**src/rtl/oven_pkg.sv**
```systemverilog
// Shared definitions for the microwave oven controller slice:
// FSM state encodings, power window size and power clamping.
package oven_pkg;

    typedef enum logic [2:0] {
        ST_IDLE  = 3'b000,
        ST_ENTRY = 3'b001,
        ST_COOK  = 3'b010,
        ST_PAUSE = 3'b011,
        ST_DONE  = 3'b100
    } state_e;

    localparam int POWER_WINDOW = 10;
    localparam int MAX_POWER    = 10;

    // Out-of-range settings run at full power.
    function automatic logic [3:0] eff_power(input logic [3:0] p);
        if (p == 4'd0 || p > 4'(MAX_POWER)) begin
            return 4'(MAX_POWER);
        end
        return p;
    endfunction

endpackage

```
**src/rtl/press_detect.sv**
```systemverilog
// Registered falling-edge detector for an active-low button.
// A held-low button yields exactly one press cycle.
module press_detect (
    input  logic clk_i,
    input  logic rst_ni,
    input  logic btn_ni,
    output logic press_o
);

    logic sync_q;
    logic prev_q;

    always_ff @(posedge clk_i or negedge rst_ni) begin
        if (!rst_ni) begin
            sync_q <= 1'b1;
            prev_q <= 1'b1;
        end else begin
            sync_q <= btn_ni;
            prev_q <= sync_q;
        end
    end

    assign press_o = prev_q & ~sync_q;

endmodule

```
**src/rtl/cook_controller.sv**
```systemverilog
// Microwave cook sequencer: digit-entry gating, 1 Hz decrement strobe,
// power-duty magnetron control, door interlock and end-of-cook beep.
module cook_controller
    import oven_pkg::*;
#(
    parameter int CLK_PER_SEC = 100,
    parameter int BEEP_CYCLES = 50
) (
    input  logic       clock,
    input  logic       clearn,
    input  logic       startn,
    input  logic       stopn,
    input  logic       door_closed,
    input  logic       digit_valid,
    input  logic       time_zero,
    input  logic [3:0] power_level,
    output logic       mag_on,
    output logic       timer_load_en,
    output logic       timer_dec,
    output logic       timer_clr,
    output logic       beep,
    output logic [2:0] state
);

    localparam int CNT_MAX = (CLK_PER_SEC > BEEP_CYCLES) ? CLK_PER_SEC : BEEP_CYCLES;
    localparam int CNT_W   = $clog2(CNT_MAX);

    localparam logic [CNT_W-1:0] SEC_LAST  = CNT_W'(CLK_PER_SEC - 1);
    localparam logic [CNT_W-1:0] BEEP_LAST = CNT_W'(BEEP_CYCLES - 1);
    localparam logic [3:0]       WIN_LAST  = 4'(POWER_WINDOW - 1);

    logic start_p;
    logic stop_p;

    press_detect u_start (
        .clk_i   (clock),
        .rst_ni  (clearn),
        .btn_ni  (startn),
        .press_o (start_p)
    );

    press_detect u_stop (
        .clk_i   (clock),
        .rst_ni  (clearn),
        .btn_ni  (stopn),
        .press_o (stop_p)
    );

    state_e           state_q, state_d;
    logic [CNT_W-1:0] sec_q, sec_d;
    logic [3:0]       win_q, win_d;
    logic             mag_en_q;
    logic             dec_q, dec_d;
    logic             clr_q, clr_d;
    logic             load_q;
    logic             beep_q;

    // sec counter doubles as the beep timer while in DONE
    always_comb begin
        state_d = state_q;
        sec_d   = sec_q;
        win_d   = win_q;
        dec_d   = 1'b0;
        clr_d   = 1'b0;
        unique case (state_q)
            ST_IDLE: begin
                if (digit_valid) state_d = ST_ENTRY;
            end
            ST_ENTRY: begin
                if (stop_p) begin
                    state_d = ST_IDLE;
                    clr_d   = 1'b1;
                end else if (start_p && door_closed && !time_zero) begin
                    state_d = ST_COOK;
                    sec_d   = '0;
                    win_d   = '0;
                end
            end
            ST_COOK: begin
                if (stop_p || !door_closed) begin
                    state_d = ST_PAUSE;
                end else if (time_zero) begin
                    state_d = ST_DONE;
                    sec_d   = '0;
                end else if (sec_q == SEC_LAST) begin
                    sec_d = '0;
                    dec_d = 1'b1;
                    win_d = (win_q == WIN_LAST) ? 4'd0 : win_q + 4'd1;
                end else begin
                    sec_d = sec_q + 1'b1;
                end
            end
            ST_PAUSE: begin
                if (stop_p) begin
                    state_d = ST_IDLE;
                    clr_d   = 1'b1;
                end else if (start_p && door_closed) begin
                    state_d = ST_COOK;
                end
            end
            ST_DONE: begin
                if (stop_p || !door_closed || sec_q == BEEP_LAST) begin
                    state_d = ST_IDLE;
                end else begin
                    sec_d = sec_q + 1'b1;
                end
            end
            default: state_d = ST_IDLE;
        endcase
        if (state_d == ST_IDLE) begin
            sec_d = '0;
            win_d = '0;
        end
    end

    always_ff @(posedge clock or negedge clearn) begin
        if (!clearn) begin
            state_q  <= ST_IDLE;
            sec_q    <= '0;
            win_q    <= '0;
            mag_en_q <= 1'b0;
            dec_q    <= 1'b0;
            clr_q    <= 1'b0;
            load_q   <= 1'b0;
            beep_q   <= 1'b0;
        end else begin
            state_q  <= state_d;
            sec_q    <= sec_d;
            win_q    <= win_d;
            mag_en_q <= (state_d == ST_COOK) && (win_d < eff_power(power_level));
            dec_q    <= dec_d;
            clr_q    <= clr_d;
            load_q   <= (state_d == ST_IDLE) || (state_d == ST_ENTRY);
            beep_q   <= (state_d == ST_DONE);
        end
    end

    // Door term stays combinational so opening cuts power immediately.
    assign mag_on        = mag_en_q & door_closed;
    assign timer_load_en = load_q;
    assign timer_dec     = dec_q;
    assign timer_clr     = clr_q;
    assign beep          = beep_q;
    assign state         = state_q;

endmodule
```
**config.mk**
```make
export PLATFORM = sky130hd
export DESIGN_NAME = cook_controller
export DESIGN_NICKNAME = d
export VERILOG_FILES = /design/src/rtl/oven_pkg.sv /design/src/rtl/press_detect.sv /design/src/rtl/cook_controller.sv
export SDC_FILE = /design/constraint.sdc
export NUM_CORES = 1
export LEC_CHECK = 0
export BUFFER_PORTS_ARGS = -buffer_cell sky130_fd_sc_hd__buf_2
export CORE_MARGIN = 3
export CORE_UTILIZATION = 56
export CTS_BUF_LIST = sky130_fd_sc_hd__clkbuf_16
export CTS_CLUSTER_DIAMETER = 60
export CTS_CLUSTER_SIZE = 16
export DETAILED_ROUTE_END_ITERATION = 10
export PLACE_DENSITY = 0.87
export SLEW_MARGIN = 40
export SYNTH_ARGS = -nofsm -noshare
export SYNTH_HDL_FRONTEND = slang
export SYNTH_SLANG_ARGS = --single-unit
```
**constraint.sdc**
```tcl
create_clock -name clock -period 3.75 [get_ports clock]
set_clock_uncertainty 0.2 [all_clocks]
set_input_delay 0.1875 -clock clock [delete_from_list [all_inputs] [get_ports clock]]
set_output_delay 0.1875 -clock clock [all_outputs]
set_load 0.02 [all_outputs]
```
# == After elaboration in Yosys (flattened, before gate mapping) ==
# Cells that the tools add are included.
# op_classes
addsub,2
muxes,34
order_cmp,2
n_reduce_logical,15
n_eq_ne,14
n_bitwise,5
# ops
operator,count
two-way mux 7 bit,7
two-way mux 4 bit,9
two-way mux 3 bit,8
case mux 7 bit (3 select lines),1
case mux 3 bit (5 select lines),1
"!= test 3 bit, second input constant",4
"equality test 3 x 2 -> 1 bit, second input constant",3
case mux 4 bit (2 select lines),1
"adder 7 x 1 -> 7 bit, second input constant",1
"equality test 7 x 6 -> 1 bit, second input constant",1
"equality test 7 bit, second input constant",1
two-way mux 1 bit,7
"equality test 3 x 1 -> 1 bit, second input constant",2
"equality test 3 bit, second input constant",2
zero test 3 bit,2
AND reduction 5 bit,1
"adder 4 x 1 -> 4 bit, second input constant",1
"equality test 4 bit, second input constant",1
"> comparator 4 bit, second input constant",1
zero test 4 bit,1
logical OR 1 bit,4
less-than comparator 4 bit,1
nonzero test 4 bit,1
AND 1 bit,3
4 further kinds,8
# totals
regBits,23
output_inout_bits,8
word_cells,84

# == Depth between registers and ports, before layout ==
# depth
depth_word,11
mapped_depth,13
mapped_depth_nobuf,12

# == Hierarchy ==
# A second synthesis with hierarchy kept.
# unflattened
hier_cells,153
area_unflattened_um2,1477.7
# by_module_without_submodules
module,area_each_um2,instances,cells_each
cook_controller,1345.0,1,147
press_detect,66.3,2,3

# == Worst setup path before layout ==
# Ideal clock, no wire load.
# synth_timing
path_kind,register -> register
startpoint,"reg state_q[2], in the netlist state[2]"
endpoint,reg mag_en_q
setup_time_ps,95
slack_ps,897
arrival_ps,2558
path_stages_with_launch,13
path_buffers,2
cell_sequence,dfrtp_1 > buf_2 > or2b_1 > nor4_4 > a21o_1 > nor3_1 > buf_2 > nor3_1 > ha_1 > a21oi_1 > nand3b_1 > o21bai_1 > o31ai_1
# synth_between
elab_cells_between_ends,20
# synth_lines
item,line_no,source
start: declaration,cook_controller.sv:49,"state_e state_q, state_d;"
start signal: assignment,cook_controller.sv:127,state_q <= state_d;
"equality test 3 bit, or another cell as far along",cook_controller.sv:65,unique case (state_q)
case mux 3 bit (5 select lines) (*),cook_controller.sv:65,
via state_d[1],cook_controller.sv:49,
zero test 3 bit (*),cook_controller.sv:110,if (state_d == ST_IDLE) begin
two-way mux 4 bit (*),cook_controller.sv:110,
via win_d[3],cook_controller.sv:51,"logic [3:0] win_q, win_d;"
less-than comparator 4 bit (*),cook_controller.sv:130,mag_en_q <= (state_d == ST_COOK) && (win_d < eff_power(power_level));
logical AND 1 bit (*),cook_controller.sv:130,
end signal: assignment,cook_controller.sv:130,
end: declaration,cook_controller.sv:52,logic mag_en_q;
# The timed path passes the listed nets; every way through them passes the cells marked *.
# A chain may end at the register's enable or synchronous reset.

# == Final worst setup path ==
# layout_timing
startpoint,"reg state_q[0], in the netlist state[0]"
endpoint,reg mag_en_q
# The elaborated chain is that of the path after synthesis.

==> flow_metrics.env <==
export IMPL_die_x_microns=56.1
export IMPL_drcViolationCount=0
export IMPL_ys_warn_count=0
export IMPL_fin_ws_ns=0.581
export IMPL_cts_setup_buffers=0
export IMPL_initial_utilization=0.613
export IMPL_cts_made_buffers=3
export IMPL_rows=17
export IMPL_place_area_sq_um=1510
export IMPL_final_cell_mix="dfrtp_1 (19), buf_2 (18), a21oi_1 (13)"
export IMPL_ir_worst_vdd_mv=0.345
export IMPL_hold_slack_ns=0.0194
export IMPL_switching_share=0.343
export IMPL_area_growth_pct=15.3
export IMPL_synth_area_sq_um=1410
export IMPL_gp_congestion=0.863
export IMPL_wl_per_cell_microns=16.7
export IMPL_num_io_pins=19
export IMPL_cell_internal_pwr_mw=0.500
export IMPL_cts_root_buf="clkbuf_16"
export IMPL_clk_path_buf_depth=2
export IMPL_tightest_slew_ns=0.549
export IMPL_n_fill_cell=180
export IMPL_grt_pass1_wl_microns=5700
export IMPL_finish_net_count=187
export IMPL_die_area_sq_um=3150
export IMPL_grt_pass1_vias=1324
export IMPL_core_sq_um=2300
export IMPL_hold_class="input pin to register"
export IMPL_clkSlewWorstSetupHoldPaths_ns=0.06
export IMPL_clock_latency_ns=0.26
export IMPL_cts_sinks=23
export IMPL_routed_via_density=6.37
export IMPL_mostFrequentLayoutCell="dfrtp_1"
export IMPL_combPwrFrac=0.305
export IMPL_htree_levels=1
export IMPL_cp_start_kind="register"
export IMPL_synth_edf_count=0
export IMPL_cap_violations=0
export IMPL_critPathKind="register to register"
export IMPL_min_period_over_period=0.845
export IMPL_final_cell_area_sq_um=1620
export IMPL_syn_avg_cell_area_sq_um=9.64
export IMPL_tns_ns=0
export IMPL_postCtsResizedCells=0
export IMPL_p_switching_mw=0.260
export IMPL_fmax_ghz=0.316
export IMPL_dr_first_iter_drc_count=32
export IMPL_leakage_nw=0.705
export IMPL_place_port_buffers=18
export IMPL_critical_path_endpoint_type="register"
export IMPL_antenna_cells=0
export IMPL_antenna_found_initial=0
export IMPL_synth_async_reset_ratio=1.00
export IMPL_yosys_area_top_type="dfrtp_1"
export IMPL_final_cells=196
export IMPL_first_pass_iters=5
export IMPL_vias=1249
export IMPL_p_clk_frac=0.300
export IMPL_p_seq_frac=0.395
export IMPL_maxSlewViolCount=0
export IMPL_synthFlopType="dfrtp_1"
export IMPL_cts_tree="yes"
export IMPL_max_slew_margin=0.633
export IMPL_place_inst=189
export IMPL_drive_gt1_frac=0.214
export IMPL_synthesis_nets=164
export IMPL_rsz0062_at_grt="no"
export IMPL_arrival_ns=3.14
export IMPL_power_density_nw_per_um2=468
export IMPL_setup_viol=0
export IMPL_ys_seq_area_frac=0.412
export IMPL_grt_ovfl_total=0
export IMPL_final_hold_viol_count=0
export IMPL_die_height_microns=56.1
export IMPL_path_max_fanout=11
export IMPL_ant_nets=0
export IMPL_pre_cts_ws_ns=0.669
export IMPL_synth_top_cell_area_share=0.338
export IMPL_reg2reg_depth=11
export IMPL_synth_cell_types=48
export IMPL_min_period_ns=3.17
export IMPL_grt_max_degree=24
export IMPL_required_ns=3.72
export IMPL_hpwl_microns=2380
export IMPL_synth_area_leaders="dfrtp_1 (34%), dfstp_2 (7.5%), ha_1 (6.2%), a21oi_1 (4.6%), o21ai_0 (3.2%)"
export IMPL_status="completed"
export IMPL_routed_wl_microns=3270
export IMPL_hold_buffers=3
export IMPL_whs_path_depth=3
export IMPL_synthCells=146
export IMPL_ys_seq_elements=23
export IMPL_grt_use_total=0.229
metrics by stage:
step,utilization,power (mW)
finish,0.706,0.760
global placement,0.659,0.513
detailed placement,0.659,0.528
floorplan,-,0.468
global route,0.706,0.799
CTS,0.706,0.762
cell type report:
type,instances,area (sq um),share of cell area
Clock inverter,1,3.75,0.00231
Clock buffer,3,75.1,0.0463
Tap cell,28,35.0,0.0216
Timing Repair Buffer,22,128,0.0786
Sequential cell,23,581,0.358
Inverter,5,18.8,0.0116
Multi-Input combinational cell,114,782,0.482
per-layer routing:
| layer | vias to the layer above | GRT usage | part of all wire |
|---|---|---|---|
| met5 | - | 0 | 0 |
| met4 | 0 | 0.163 | 0.052 |
| met3 | 19 | 0.0487 | 0.047 |
| met2 | 48 | 0.391 | 0.50 |
| met1 | 598 | 0.249 | 0.40 |
| li1 | 584 | - | - |
state kept, by name, summed over array words and instances (netlist names):
register	count
timer_clr	1
u_stop.sync_q	1
timer_load_en	1
timer_dec	1
mag_en_q	1
u_start.sync_q	1
win_q	4
sec_q	7
u_start.prev_q	1
state	3
beep	1
u_stop.prev_q	1
power groups by stage:
stage / logic (mW) / registers, mW / clock network (mW)
global placement: 0.213 / 0.300 / 0
global route: 0.255 / 0.304 / 0.241
floorplan: 0.169 / 0.299 / 0
finish: 0.232 / 0.300 / 0.228
CTS: 0.232 / 0.299 / 0.231
detailed placement: 0.226 / 0.302 / 0
path summary, 6_finish.rpt:
check	startpoint	end	slack [ns]
max in group asynchronous	clearn	u_stop.prev_q	2.76
worst max-delay path	state[0]	mag_en_q	0.58
worst min register to register	u_stop.sync_q	u_stop.prev_q	0.17
min in group asynchronous	clearn	sec_q[6]	0.23
worst max register to register	state[0]	mag_en_q	0.58
worst min-delay path	power_level[0]	mag_en_q	0.02
kinds of logic after synthesis:
| family | share of synthesized area |
|---|---|
| AND/OR/NAND/NOR | 0.289 |
| buffers and inverters | 0.0320 |
| multiplexers | 0.00711 |
| XOR/XNOR | 0.00622 |
| AO/OA/AOI/OAI | 0.191 |
| adder cells (fa/ha/maj) | 0.0622 |
| flip-flops | 0.412 |
cells in the mapped netlist (3+ instances only):
library cell	instances
dfrtp_1	19
a21oi_1	13
nand2_1	9
o21ai_0	9
nor2_1	8
nor3_1	8
ha_1	7
inv_1	5
nand3_1	5
and3_1	4
dfstp_2	4
nand2b_1	4
buf_2	3
o21bai_1	3
or3_1	3
critical path: stages (launching register included):
cell	delay (ns)
dfrtp_1	0.56
or2b_1	0.34
nor4_4	0.39
a21o_1	0.22
nor3_1	0.07
buf_4	0.20
nor3_1	0.28
ha_1	0.30
a21oi_1	0.17
nand3b_1	0.13
o21bai_1	0.17
o31ai_1	0.06
(Power assumes the default switching activity.)
